**src/rtl/shift_seq_ctrl_pkg.sv**
```systemverilog
// Shared encodings for the shift_seq_ctrl sequencer: command ops, FSM states,
// datapath modes and default sizes.
package shift_seq_ctrl_pkg;

    localparam int DEF_WIDTH = 4;
    localparam int DEF_CNT_W = 3;

    typedef enum logic [1:0] {
        OP_LOAD = 2'b00,
        OP_SHL  = 2'b01,
        OP_SHR  = 2'b10,
        OP_ROTL = 2'b11
    } op_e;

    typedef enum logic [1:0] {
        ST_IDLE = 2'd0,
        ST_EXEC = 2'd1,
        ST_DONE = 2'd2
    } state_e;

    typedef enum logic [2:0] {
        MODE_HOLD = 3'd0,
        MODE_LOAD = 3'd1,
        MODE_SHL  = 3'd2,
        MODE_SHR  = 3'd3,
        MODE_ROTL = 3'd4
    } mode_e;

    function automatic mode_e op_to_mode(input op_e op);
        case (op)
            OP_SHL:  return MODE_SHL;
            OP_SHR:  return MODE_SHR;
            OP_ROTL: return MODE_ROTL;
            default: return MODE_LOAD;
        endcase
    endfunction

endpackage

```
**src/rtl/shift_seq_ctrl_shift_core.sv**
```systemverilog
// Universal shift-register datapath: hold, parallel load, shift left/right
// with serial fill, rotate left. ser_out keeps the last bit pushed out.
module shift_core
    import shift_seq_ctrl_pkg::*;
#(
    parameter int WIDTH = DEF_WIDTH
) (
    input  logic             clk,
    input  logic             reset,
    input  mode_e            mode,
    input  logic [WIDTH-1:0] pi,
    input  logic             ser_in,
    output logic [WIDTH-1:0] q,
    output logic             ser_out
);

    logic [WIDTH-1:0] r_q;
    logic             r_ser_out;

    always_ff @(posedge clk or negedge reset) begin
        if (!reset) begin
            r_q       <= '0;
            r_ser_out <= 1'b0;
        end else begin
            case (mode)
                MODE_LOAD: r_q <= pi;
                MODE_SHL: begin
                    r_q       <= {r_q[WIDTH-2:0], ser_in};
                    r_ser_out <= r_q[WIDTH-1];
                end
                MODE_SHR: begin
                    r_q       <= {ser_in, r_q[WIDTH-1:1]};
                    r_ser_out <= r_q[0];
                end
                MODE_ROTL: begin
                    r_q       <= {r_q[WIDTH-2:0], r_q[WIDTH-1]};
                    r_ser_out <= r_q[WIDTH-1];
                end
                default: ;
            endcase
        end
    end

    assign q       = r_q;
    assign ser_out = r_ser_out;

endmodule

```
**src/rtl/shift_seq_ctrl.sv**
```systemverilog
// Command sequencer for shift_core: one command per handshake, one shift per clock.
// Optional SHIFT_ABORT_EN adds an abort input that ends an executing command early.
module shift_seq_ctrl
    import shift_seq_ctrl_pkg::*;
#(
    parameter int WIDTH = DEF_WIDTH,
    parameter int CNT_W = DEF_CNT_W
) (
    input  logic             clk,
    input  logic             reset,
    input  logic             cmd_valid,
    output logic             cmd_ready,
    input  logic [1:0]       cmd_op,
    input  logic [CNT_W-1:0] cmd_cnt,
    input  logic [WIDTH-1:0] cmd_data,
    input  logic             ser_in,
`ifdef SHIFT_ABORT_EN
    input  logic             abort,
`endif
    output logic [WIDTH-1:0] q,
    output logic             ser_out,
    output logic             busy,
    output logic             done,
    output logic [1:0]       o_dbg_state
);

    // Handshake: a command transfers on a rising edge where cmd_valid and
    // cmd_ready are both 1; cmd_ready is 1 only in IDLE, so valid is ignored otherwise.
    state_e           r_state;
    op_e              r_op;
    logic [CNT_W-1:0] r_cnt;
    logic [WIDTH-1:0] r_data;

    state_e           w_next_state;
    mode_e            w_mode;
    logic             w_shift;
    logic             w_abort;

`ifdef SHIFT_ABORT_EN
    assign w_abort = abort;
`else
    assign w_abort = 1'b0;
`endif

    assign w_shift = (w_mode == MODE_SHL) || (w_mode == MODE_SHR) || (w_mode == MODE_ROTL);

    always_ff @(posedge clk or negedge reset) begin
        if (!reset) begin
            r_state <= ST_IDLE;
            r_op    <= OP_LOAD;
            r_cnt   <= '0;
            r_data  <= '0;
        end else begin
            r_state <= w_next_state;
            if (r_state == ST_IDLE && cmd_valid) begin
                r_op   <= op_e'(cmd_op);
                r_cnt  <= cmd_cnt;
                r_data <= cmd_data;
            end else if (w_shift) begin
                r_cnt <= r_cnt - 1'b1;
            end
        end
    end

    always_comb begin
        w_next_state = r_state;
        w_mode       = MODE_HOLD;
        cmd_ready    = 1'b0;
        busy         = 1'b0;
        done         = 1'b0;
        case (r_state)
            ST_IDLE: begin
                cmd_ready = 1'b1;
                if (cmd_valid) w_next_state = ST_EXEC;
            end
            ST_EXEC: begin
                busy = 1'b1;
                if (w_abort) begin
                    w_next_state = ST_DONE;
                end else if (r_op == OP_LOAD) begin
                    w_mode       = MODE_LOAD;
                    w_next_state = ST_DONE;
                end else if (r_cnt == '0) begin
                    w_next_state = ST_DONE;
                end else begin
                    // The edge carrying the last shift also moves to DONE.
                    w_mode = op_to_mode(r_op);
                    if (r_cnt == CNT_W'(1)) w_next_state = ST_DONE;
                end
            end
            ST_DONE: begin
                busy         = 1'b1;
                done         = 1'b1;
                w_next_state = ST_IDLE;
            end
            default: w_next_state = ST_IDLE;
        endcase
    end

    shift_core #(.WIDTH(WIDTH)) u_core (
        .clk     (clk),
        .reset   (reset),
        .mode    (w_mode),
        .pi      (r_data),
        .ser_in  (ser_in),
        .q       (q),
        .ser_out (ser_out)
    );

    assign o_dbg_state = r_state;

endmodule

```
**config.mk**
```make
export PLATFORM = sky130hd
export DESIGN_NAME = shift_seq_ctrl
export DESIGN_NICKNAME = d
export VERILOG_FILES = /design/src/rtl/shift_seq_ctrl_pkg.sv /design/src/rtl/shift_seq_ctrl_shift_core.sv /design/src/rtl/shift_seq_ctrl.sv
export SDC_FILE = /design/constraint.sdc
export NUM_CORES = 1
export LEC_CHECK = 0
export CAP_MARGIN = 20
export CORE_MARGIN = 5
export CORE_UTILIZATION = 50
export CTS_CLUSTER_DIAMETER = 60
export DETAILED_ROUTE_END_ITERATION = 12
export GPL_TIMING_DRIVEN = 0
export PLACE_DENSITY = 0.86
export SLEW_MARGIN = 5
export SYNTH_ARGS = -nofsm -noshare
export SYNTH_HDL_FRONTEND = slang
export SYNTH_SLANG_ARGS = --single-unit
```
**constraint.sdc**
```tcl
create_clock -name clk -period 3.7 [get_ports clk]
set_input_delay 0.74 -clock clk [delete_from_list [all_inputs] [get_ports clk]]
set_output_delay 0.74 -clock clk [all_outputs]
set_load 0.02 [all_outputs]
```
* Word-level counts from Yosys, hierarchy flattened
Cells that the tools add are included.
** Storage, ports and cells
- Latch bits :: 0
- ROM bits :: 0
- RAM bits :: 0
- Register bits after elaboration :: 16
- Word-level logic and storage cells :: 47
- Output and inout bits :: 10
- Memories kept :: 0
- Bits of input ports :: 13
** Cells by class
- Magnitude comparators :: 0
- Multipliers :: 0
- Div/mod/pow operators :: 0
- Reductions and logical operators :: 12
- $add $sub $neg :: 1
- Equal/unequal tests :: 12
- Shift operators :: 0
- Bitwise operators :: 0
- Muxes and demuxes :: 16
** Operators with widths (number)
- $pmux W4 S4 :: 1
- $mux W3 :: 5
- $pmux W3 S3 :: 1
- $mux W2 :: 4
- $eq A2 B2 Y1 const B :: 3
- $eq A3 B1 Y1 const B :: 2
- $eq A3 B2 Y1 const B :: 2
- $eq A2 B1 Y1 const B :: 2
- $logic_not A2 Y1 :: 2
- $ne A4 B4 Y1 const B :: 1
- $pmux W2 S2 :: 1
- $reduce_bool A2 Y1 :: 2
- $reduce_bool A4 Y1 :: 1
- $reduce_or A2 Y1 :: 2
- $eq A3 B3 Y1 const B :: 1
- $logic_not A3 Y1 :: 1
- $mux W1 :: 3
- $sub A3 B1 Y3 const B :: 1
- $logic_or A1 B1 Y1 :: 2
- $ne A2 B2 Y1 const B :: 1
- $pmux W1 S2 :: 1
- $reduce_and A2 Y1 :: 1
- $logic_and A1 B1 Y1 :: 1

* Longest topological paths before layout
- Depth after elaboration :: 10
- Mapped depth :: 7
- Depth with buffers taken out :: 7

* By module
Synthesis repeated with hierarchy kept, for this count alone.
** Second synthesis, totals
- Cells, all modules :: 107
- Area total of the unflattened synthesis :: 1104.8 um^2
** By module, submodules not included
- shift_seq_ctrl :: sequential area each 275.3 um^2, area each 678.2 um^2, instances 1, cells an instance 60
- shift_core :: sequential area each 125.1 um^2, area each 426.7 um^2, instances 1, cells an instance 47

* Worst setup path before layout
Ideal clock, no wire load.
- Path type :: flip-flop to output port
- Start point :: reg r_state[0], in the netlist o_dbg_state[0]
- End point :: out busy
- Required time :: 2.960 ns
- Setup slack :: 1.999 ns
- Buffers on the path :: 0
- Data arrival time :: 0.961 ns
- Stages on the path, launching flop included :: 3
- Cells stage by stage :: dfrtp_1 > inv_1 > ha_1
** On the way
- Longest elaborated chain between the ends :: 3
- Elaborated cells between the ends (all ways) :: 4
- Classes of those cells :: eq/ne: 2; mux: 1; reduce/logical: 1
** RTL lines
- from (decl) :: RTL line shift_seq_ctrl.sv:29 : state_e r_state;
- from (signal assigned) :: RTL line shift_seq_ctrl.sv:54 : r_state <= w_next_state;
- $eq A2 B1 Y1 or $eq A2 B2 Y1 (tied branches) :: RTL line shift_seq_ctrl.sv:71 : case (r_state)
- $reduce_or A2 Y1 (no source line) (*)
- $mux W1 (*) :: RTL line shift_seq_ctrl.sv:71
- to (decl) :: RTL line shift_seq_ctrl.sv:22 : output logic busy,
Every way passes the cells marked *; elsewhere a longest branch is shown, timed or not.

* Worst setup path in the final report
Same ends and word-level chain as after synthesis.

==> out/summary.json <==
{
  "outcome": {
    "run_status": "finished clean"
  },
  "drt": {
    "detailedRoute.firstPassIterationCount": 4,
    "via_total_after_detailed_routing": 822,
    "drt.antenna.violating_nets": 0,
    "post_drt_via_cell_ratio": 5.37,
    "drt_wl_cell_um": 14.5,
    "route.detailed.drc": 0,
    "routed_wl_um": 2220,
    "drt_first_iter_violations": 8
  },
  "timing": {
    "final_hold_viol_count": 0,
    "final.setup_skew_ps": 2.04,
    "final_max_slew_viol_count": 0,
    "worst-slew-pin-transition_ps": 762,
    "sum_neg_setup_slack_ps": 0,
    "fin_crit_ps": 2450,
    "max_freq_ghz": 0.409,
    "report.final.setup_viol": 0,
    "rsz0062_at_grt": "false",
    "min_period_over_period_pct": 66.1,
    "max_slew_margin_pct": 49.0
  },
  "worst_setup_path": {
    "crit_path_end_kind": "output pin",
    "criticalPathCategory": "reg2out",
    "worst_path_max_delay_cell": "clkdlybuf4s50_1",
    "cpLargestDelayFamily": "buffers and inverters",
    "crit_path_start_kind": "flip-flop",
    "cp.required_ps": 2960,
    "timing.critical_path.fanout_max": 5,
    "crit_chain": "inv_1, ha_1, clkdlybuf4s50_1",
    "worst_path_largest_cell_delay_ps": 590,
    "path_buf_inv": 2,
    "cp.arrival_ps": 1710
  },
  "finish": {
    "seq_area_um2": 400,
    "antenna-diode-count": 0,
    "drive_gt1_share_pct": 15.9,
    "multi_input_comb_area_um2": 597,
    "nNetsFinal": 150,
    "area_growth_pct": 28.0,
    "fillers": 167
  },
  "synth": {
    "synth_top_area_cell": "dfrtp_1",
    "netlist.area_leader.share_pct": 38.6,
    "synthCells": 100,
    "ys_seq_elements": 16,
    "ys_async_sr_fraction_pct": 100,
    "portion_of_the_post_synthesis_area_used_by_sequential_elements_pct": 38.6,
    "netlist_top_cells_area": "dfrtp_1, ha_1, mux2_2",
    "synth_top_cells_by_count": "dfrtp_1, ha_1, inv_1",
    "synthDistinctLibCells": 34,
    "synth_edf_count": 0,
    "yosys_warnings": 0,
    "syn_nets": 123,
    "post-synth-top-count-cell": "dfrtp_1",
    "average_cell_area_after_synthesis_um2": 10.4,
    "dominantRegCellSynth": "dfrtp_1",
    "synth_area_um2": 1040
  },
  "power": {
    "cellLeakagePower_uw": 0.000596,
    "power.density_nw_per_um2": 910,
    "fin_total_pwr_uw": 1210,
    "ir_worst_vdd_uv": 426
  },
  "global_route": {
    "antenna_found_initial": 0,
    "grt_pass1_wl_um": 3800,
    "track_usage_pct": 15.5,
    "grt_overflow": 0,
    "largest_net_degree_at_the_start_of_global_routing": 17,
    "grt_pass1_vias": 864
  },
  "floorplanning": {
    "num_io_pins": 23,
    "floorplan.initialDensity_pct": 52.9,
    "placementRows": 16,
    "core_area_um2": 1960,
    "die_y_um": 55.6,
    "die-area_um2": 3090,
    "floorplan.die.width_um": 55.6
  },
  "placed_design": {
    "io_buffers": 22,
    "place_congestion": 0.865,
    "hpwl_um": 1750
  },
  "cts": {
    "path_clk_slew_ps": 100,
    "clk_latency_ps": 290,
    "holdBufCountCts": 0,
    "cts.sinks": 16,
    "clockBufferDepth": 2,
    "root_buffer": "clkbuf_4",
    "tritoncts_clock_tree": "done",
    "tritoncts.num_buffers": 3,
    "htreeDepth": 1,
    "cts_setup_buffers": 0,
    "ctsResizeCount": 0
  },
  "flow_run": {
    "max_cap_viol_count": 0
  },
  "min_path": {
    "worst_min_path_class": "reg2reg"
  }
}
layer usage:
layer  global-route usage, %  vias up  wire length [µm]
met3                    2.09        7                39
met5                       0        -                 0
li1                        -      407                 -
met2                    28.0       16              1200
met1                    16.6      392               917
met4                    10.1        0                65
flip-flops by register name (all words and copies together) (netlist names):
name            count
o_dbg_state         2
r_cnt               3
r_data              4
r_op                2
u_core.q            4
u_core.ser_out      1
placed cells by master (no fill, tap or decap), types with 2 or more instances in the layout:
cell and instances:
o21ai_1 4, nand3_1 2, ha_1 10, clkdlybuf4s50_1 22, o21a_1 2, nor2b_1 2
nor3_1 2, clkbuf_4 3, a221oi_1 3, dfrtp_1 16, nand2_1 7, mux2_2 7
inv_1 8, nor3_2 2, and3_1 3, nand2b_1 3, nor2_1 5, a21oi_1 6
metrics by stage:
step | cell area (µm²) | setup WS [ps] | utilization (%) | cells | hold slack [ps]
final | 1330 | 1250 | 67.7 | 153 | 537
after global routing | 1330 | 1180 | 67.7 | 153 | 549
after detailed placement | 1290 | 1580 | 65.9 | 149 | 517
after global placement | 1290 | 1620 | 65.9 | 149 | 499
after CTS | 1330 | 1250 | 67.7 | 153 | 539
after floorplan | 1040 | 2000 | - | 100 | 444
kinds of logic after synthesis:
| logic type | after synthesis | share of synthesized area (%) |
|---|---|---|
| XOR/XNOR | 2 | 1.69 |
| multiplexers | 8 | 8.68 |
| flip-flops | 16 | 38.6 |
| buffers and inverters | 9 | 3.98 |
| AO/OA/AOI/OAI | 24 | 17.1 |
| AND/OR/NAND/NOR | 31 | 18.0 |
| adder cells (fa/ha/maj) | 10 | 12.0 |
power by group:
group          internal [µW]  total [µW]  switching [µW]
clock                   60.0         117            57.4
sequential               262         339            76.4
combinational            355         753             398
worst reg2reg max path, stage by stage, from the launching register on:
cell,delay (ps)
dfrtp_1,380
inv_1,70
ha_1,390
nor3b_2,300
o211ai_4,160
a41o_1,230
a21oi_1,150
o31ai_1,90
area by class of cell:
class	instances	area share, %
tap	27	2.54
buffer	1	0.847
timing repair buffer	22	16.6
sequential	16	30.1
clock buffer	4	2.73
multi-input combinational	75	44.9
inverter	8	2.26
final timing paths:
check                      depth (start not counted)      startpoint              to  slack, ps
max                                                3  o_dbg_state[0]            busy       1250
max in group asynchronous                          1           reset     u_core.q[1]       2340
min reg2reg                                        1       r_data[2]       r_data[2]        540
min in group asynchronous                          1           reset  o_dbg_state[1]        890
max reg2reg                                        7         r_op[0]     u_core.q[0]       1800
min                                                1       r_data[2]       r_data[2]        540
(Power assumes the default switching activity.)
